===== config.mk =====
export PLATFORM = sky130hd
export DESIGN_NAME = noc_control_center
export DESIGN_NICKNAME = d
export VERILOG_FILES = /design/src/rtl/noc_control_center.sv
export SDC_FILE = /design/constraint.sdc
export NUM_CORES = 1
export LEC_CHECK = 0
export CORE_MARGIN = 2
export CORE_UTILIZATION = 48
export DETAILED_ROUTE_END_ITERATION = 7
export HOLD_SLACK_MARGIN = 0.15
export PLACE_DENSITY = 0.77
export SKIP_CTS_REPAIR_TIMING = 1
export SLEW_MARGIN = 20
export SYNTH_ARGS = -nofsm -noshare
export SYNTH_HDL_FRONTEND = slang
export SYNTH_SLANG_ARGS = --single-unit

===== constraint.sdc =====
create_clock -name clk -period 2.14 [get_ports clk]
set_clock_uncertainty 0.05 [all_clocks]
set_input_delay 0.535 -clock clk [delete_from_list [all_inputs] [get_ports clk]]
set_output_delay 0.535 -clock clk [all_outputs]
set_load 0.02 [all_outputs]

===== src/rtl/noc_control_center.sv =====
// Run controller for the CNN NoC: broadcasts go tokens to enabled channels, collects
// their finish tokens over a programmable number of passes, then issues one done token.
module noc_control_center #(
  parameter int NCH     = 11,
  parameter int PW      = 8,
  parameter int TO_W    = 16,
  parameter int TIMEOUT = 1000
) (
  input  logic           clk,
  input  logic           rst,
  input  logic           start_valid,
  output logic           start_ready,
  input  logic [PW-1:0]  pass_count,
  input  logic [NCH-1:0] chan_en,
  output logic [NCH-1:0] go_valid,
  input  logic [NCH-1:0] go_ready,
  input  logic [NCH-1:0] fin_valid,
  output logic [NCH-1:0] fin_ready,
  output logic           done_valid,
  input  logic           done_ready,
  output logic           busy,
  output logic           err_timeout,
  output logic [PW-1:0]  pass_idx
);

  typedef enum logic [1:0] {IDLE, RUN, DONE} state_e;

  localparam bit            TO_EN   = (TIMEOUT != 0);
  localparam logic [TO_W-1:0] TO_LAST = (TIMEOUT == 0) ? '0 : TO_W'(TIMEOUT - 1);

  state_e          state_q;
  logic [NCH-1:0]  mask_q;
  logic [NCH-1:0]  pend_go_q;
  logic [NCH-1:0]  pend_fin_q;
  logic [PW-1:0]   npass_q;
  logic [PW-1:0]   pass_idx_q;
  logic [TO_W-1:0] timer_q;
  logic            err_q;

  logic [NCH-1:0]  go_xfer;
  logic [NCH-1:0]  fin_xfer;
  logic [NCH-1:0]  pend_go_d;
  logic [NCH-1:0]  pend_fin_d;
  logic [PW:0]     idx_inc;
  logic            last_pass;
  logic            to_hit;
  logic            pass_clear;

  // A channel may only finish once its go has been accepted.
  assign go_valid    = (state_q == RUN) ? pend_go_q : '0;
  assign fin_ready   = (state_q == RUN) ? (pend_fin_q & ~pend_go_q) : '0;
  assign done_valid  = (state_q == DONE);
  assign busy        = (state_q != IDLE);
  assign start_ready = (state_q == IDLE) && !rst;
  assign err_timeout = err_q;
  assign pass_idx    = pass_idx_q;

  always_comb begin
    go_xfer    = go_valid & go_ready;
    fin_xfer   = fin_valid & fin_ready;
    pend_go_d  = pend_go_q & ~go_xfer;
    pend_fin_d = pend_fin_q & ~fin_xfer;
    idx_inc    = {1'b0, pass_idx_q} + {{PW{1'b0}}, 1'b1};
    last_pass  = (idx_inc == {1'b0, npass_q});
    pass_clear = (pend_go_d == '0) && (pend_fin_d == '0);
    to_hit     = TO_EN && (timer_q == TO_LAST);
  end

  always_ff @(posedge clk or posedge rst) begin
    if (rst) begin
      state_q    <= IDLE;
      mask_q     <= '0;
      pend_go_q  <= '0;
      pend_fin_q <= '0;
      npass_q    <= PW'(1);
      pass_idx_q <= '0;
      timer_q    <= '0;
      err_q      <= 1'b0;
    end else begin
      case (state_q)
        IDLE: begin
          if (start_valid) begin
            mask_q     <= chan_en;
            npass_q    <= (pass_count == '0) ? PW'(1) : pass_count;
            err_q      <= 1'b0;
            pass_idx_q <= '0;
            timer_q    <= '0;
            if (chan_en == '0) begin
              state_q <= DONE;
            end else begin
              pend_go_q  <= chan_en;
              pend_fin_q <= chan_en;
              state_q    <= RUN;
            end
          end
        end
        RUN: begin
          pend_go_q  <= pend_go_d;
          pend_fin_q <= pend_fin_d;
          timer_q    <= timer_q + TO_W'(1);
          // Pass completion takes priority over a watchdog expiry in the same cycle.
          if (pass_clear) begin
            if (last_pass) begin
              state_q <= DONE;
            end else begin
              pass_idx_q <= pass_idx_q + PW'(1);
              pend_go_q  <= mask_q;
              pend_fin_q <= mask_q;
              timer_q    <= '0;
            end
          end else if (to_hit) begin
            err_q      <= 1'b1;
            pend_go_q  <= '0;
            pend_fin_q <= '0;
            state_q    <= DONE;
          end
        end
        DONE: begin
          if (done_ready) state_q <= IDLE;
        end
        default: state_q <= IDLE;
      endcase
    end
  end

endmodule


==> metrics.csv <==
metric,value,unit
outcome,"complete, but fails checks",
failed_checks,negative setup slack,
synth_common_cells,"101 x sky130_fd_sc_hd__nand2_1, 68 x sky130_fd_sc_hd__nor2_1, 67 x sky130_fd_sc_hd__dfrtp_1",
period_share,117,%
fraction_of_layout_cells_with_a_size_suffix_above_1,34.7,%
power_switching_share,42.6,%
clk_path_buf_depth,2,
grt_pass1_vias,4542,
synth_flop_cell,sky130_fd_sc_hd__dfrtp_1,
first_iter_violations,579,
hpwlAfterDp,9960,microns
yosysTopAreaCellShare,40.2,%
die_area,9460,sq um
numClockSinks,68,
clk_latency,0.36,ns
drt-vias-per-instance,6.11,
synth_area_per_cell,7.88,sq um
cts-buffers-inserted,9,
crit_required,2.37,ns
path_common_cell,sky130_fd_sc_hd__buf_6,
detailedRoute.firstPassIterationCount,5,
die_w,97.3,microns
cpPeakStageDelay,0.46,ns
seq_power_share,25.5,%
ys_top_cells_by_area,"sky130_fd_sc_hd__dfrtp_1 40%, sky130_fd_sc_hd__nand2_1 9.1%, sky130_fd_sc_hd__nor2_1 6.1%",
htreeDepth,3,
initial_utilization,48.6,%
port-buffer-count,78,
cts-root-buf,sky130_fd_sc_hd__clkbuf_8,
rsz0062_at_grt,yes,
antenna_violations_before_repair,0,
post_layout_minimum_cycle_time,2.51,ns
synth_largest_area_cell,sky130_fd_sc_hd__dfrtp_1,
synth_area,4170,sq um
final_hold_viol_count,0,
average_wire_per_cell_in_the_routed_design,19.3,microns
nNetsFinal,759,
slowest_stage,sky130_fd_sc_hd__dfrtp_2,
detail-route-antenna-nets,0,
p_sw,3.48,mW
drv_slew,0,
timing_worst_slew_pin_value,0.397,ns
drcViolationCount,0,
clkSlewWorstSetupHoldPaths,0.08,ns
synth_async_sr_flop_share,100,%
wl,15900,microns
antennaDiodeCount,0,
syn-instance-count,530,
num_rows,34,
grt_start_max_net_pins,69,
crit_type,reg2reg,
io_pins,79,
fp.dieH,97.3,microns
fin_worst_hold_slack,0.430,ns
critPathLaunchType,register,
instances_no_fill,825,
final.fill_count,513,
placement.setup.worst_slack,-0.668,ns
power.combinational.fraction,60.5,%
internal-power,4.69,mW
grtUsageTotal,28.1,%
power_per_cell_area,1220,nW/um^2
final-setup-viol-count,62,
critical_path.max_fanout,18,
placeableCoreArea,8590,sq um
worstPathArrival,2.74,ns
fmax,398,MHz
synth_cell_type_count,56,
grt_pass1_wl,21700,microns
tritoncts,yes,
setup_slack,-0.371,ns
final_core_util,77.6,%
globalRoute.totalOverflow,0,
max-vdd-ir-drop,0.664,mV
timing.max_slew.rel_slack,73.4,%
holdCritPathClass,reg2reg,
cell_with_the_most_instances_after_synthesis,sky130_fd_sc_hd__nand2_1,
area_growth_syn_to_layout,59.8,%
power.clock.fraction,14.0,%
gpl.final_weighted_congestion,0.946,
synth_seq_area_share,40.8,%
vias,5044,
postSynthRegisterBits,68,
cells_after_dpl,790,
worstPathCellList,nor2b_4 > buf_6 > nand2_2 > a211oi_2 > buf_4 > nand4_1 > buf_6 > o21ai_4 > buf_12 > nand2_1 > a21oi_2,
number_of_maximum_capacitance_constraint_violations,0,
synth-edff-count,0,
synth_warnings,0,
cellLeakagePower,3.04,nW
mappedNetlistNets,577,
crit_path_end_kind,register,
-- metrics by stage --
step | power [mW] | instance area, sq um | TNS, ns
after floorplan | 4.32 | 4250 | -0.496
after global placement | 5.81 | 5870 | -26.85
after detailed placement | 5.98 | 5870 | -29.79
after CTS | 7.11 | 6080 | -22.13
after global routing | 8.56 | 6670 | -16.39
final | 8.16 | 6670 | -12.81
-- cells by family (layout without fill, tap and decap cells) --
family,after synthesis,after routing,synth area share [%]
mux,1,1,0.240
xor+xnor,17,17,3.57
flops,68,68,40.8
simple gates,292,293,34.2
compound gates,102,102,15.6
fa+ha+maj,2,2,0.599
buf+inv,48,234,4.98
-- area by class of cell --
type | instances | area [sq um] | area share, %
inverter | 20 | 78.8 | 1.18
timing repair buffer | 198 | 1820 | 27.2
sequential | 68 | 1710 | 25.7
clock buffer | 11 | 151 | 2.27
multi-input combinational | 415 | 2720 | 40.8
tap | 108 | 135 | 2.03
clock inverter | 5 | 60.1 | 0.900
-- final timing paths --
path                                  from  cells after the start  slack (ns)            to
worst max-delay path            state_q[1]                     11       -0.37  pend_go_q[2]
worst min-delay path             mask_q[8]                      2        0.43     mask_q[8]
worst max register to register  state_q[1]                     11       -0.37  pend_go_q[2]
worst min register to register   mask_q[8]                      2        0.43     mask_q[8]
max in group asynchronous              rst                      4        1.00    npass_q[0]
min in group asynchronous              rst                      4        0.69    timer_q[9]
-- flip-flops by register name, indices dropped and copies added, names as in the netlist --
name	cells
npass_q	8
pend_go_q	11
state_q	2
pend_fin_q	11
pass_idx	8
err_timeout	1
timer_q	16
mask_q	11
-- worst max-delay path, delay by kind of cell, from the launching register on --
family	cells	cell delay [ns]
flip-flops	1	0.46
AO/OA/AOI/OAI	3	0.62
buffers and inverters	4	0.71
AND/OR/NAND/NOR	4	0.61
-- power groups by stage --
stage	Clock, mW	Combinational, mW	Sequential, mW
floorplan	0	2.29	2.02
global placement	0	3.78	2.03
detailed placement	0	3.93	2.05
CTS	1.14	3.95	2.02
global route	1.21	5.24	2.11
finish	1.14	4.94	2.08
-- metal layers --
layer	vias to the layer above	routed length [microns]	global-route usage [%]
li1	2211	-	-
met1	2400	6110	38.3
met2	350	7630	46.6
met3	83	1420	2.95
met4	0	728	10.8
met5	-	0	0
-- cells in the final DEF (no fill, tap or decap), types with 9 or more instances in the layout --
cell	Yosys	layout
sky130_fd_sc_hd__nor3_2	10	10
sky130_fd_sc_hd__nand2_1	101	99
sky130_fd_sc_hd__and3_1	24	16
sky130_fd_sc_hd__buf_4	1	102
sky130_fd_sc_hd__a21oi_1	25	21
sky130_fd_sc_hd__nand4_1	10	10
sky130_fd_sc_hd__buf_12	0	9
sky130_fd_sc_hd__dfrtp_1	67	60
sky130_fd_sc_hd__xnor2_1	12	11
sky130_fd_sc_hd__clkdlybuf4s50_1	0	50
sky130_fd_sc_hd__nand2b_1	14	13
sky130_fd_sc_hd__inv_1	20	19
sky130_fd_sc_hd__o21ai_0	31	17
sky130_fd_sc_hd__buf_6	2	21
sky130_fd_sc_hd__nor2_1	68	58
sky130_fd_sc_hd__clkbuf_8	0	11
sky130_fd_sc_hd__nand3_1	14	14
sky130_fd_sc_hd__nor3_1	20	16
Power figures use the tool's default switching activity.
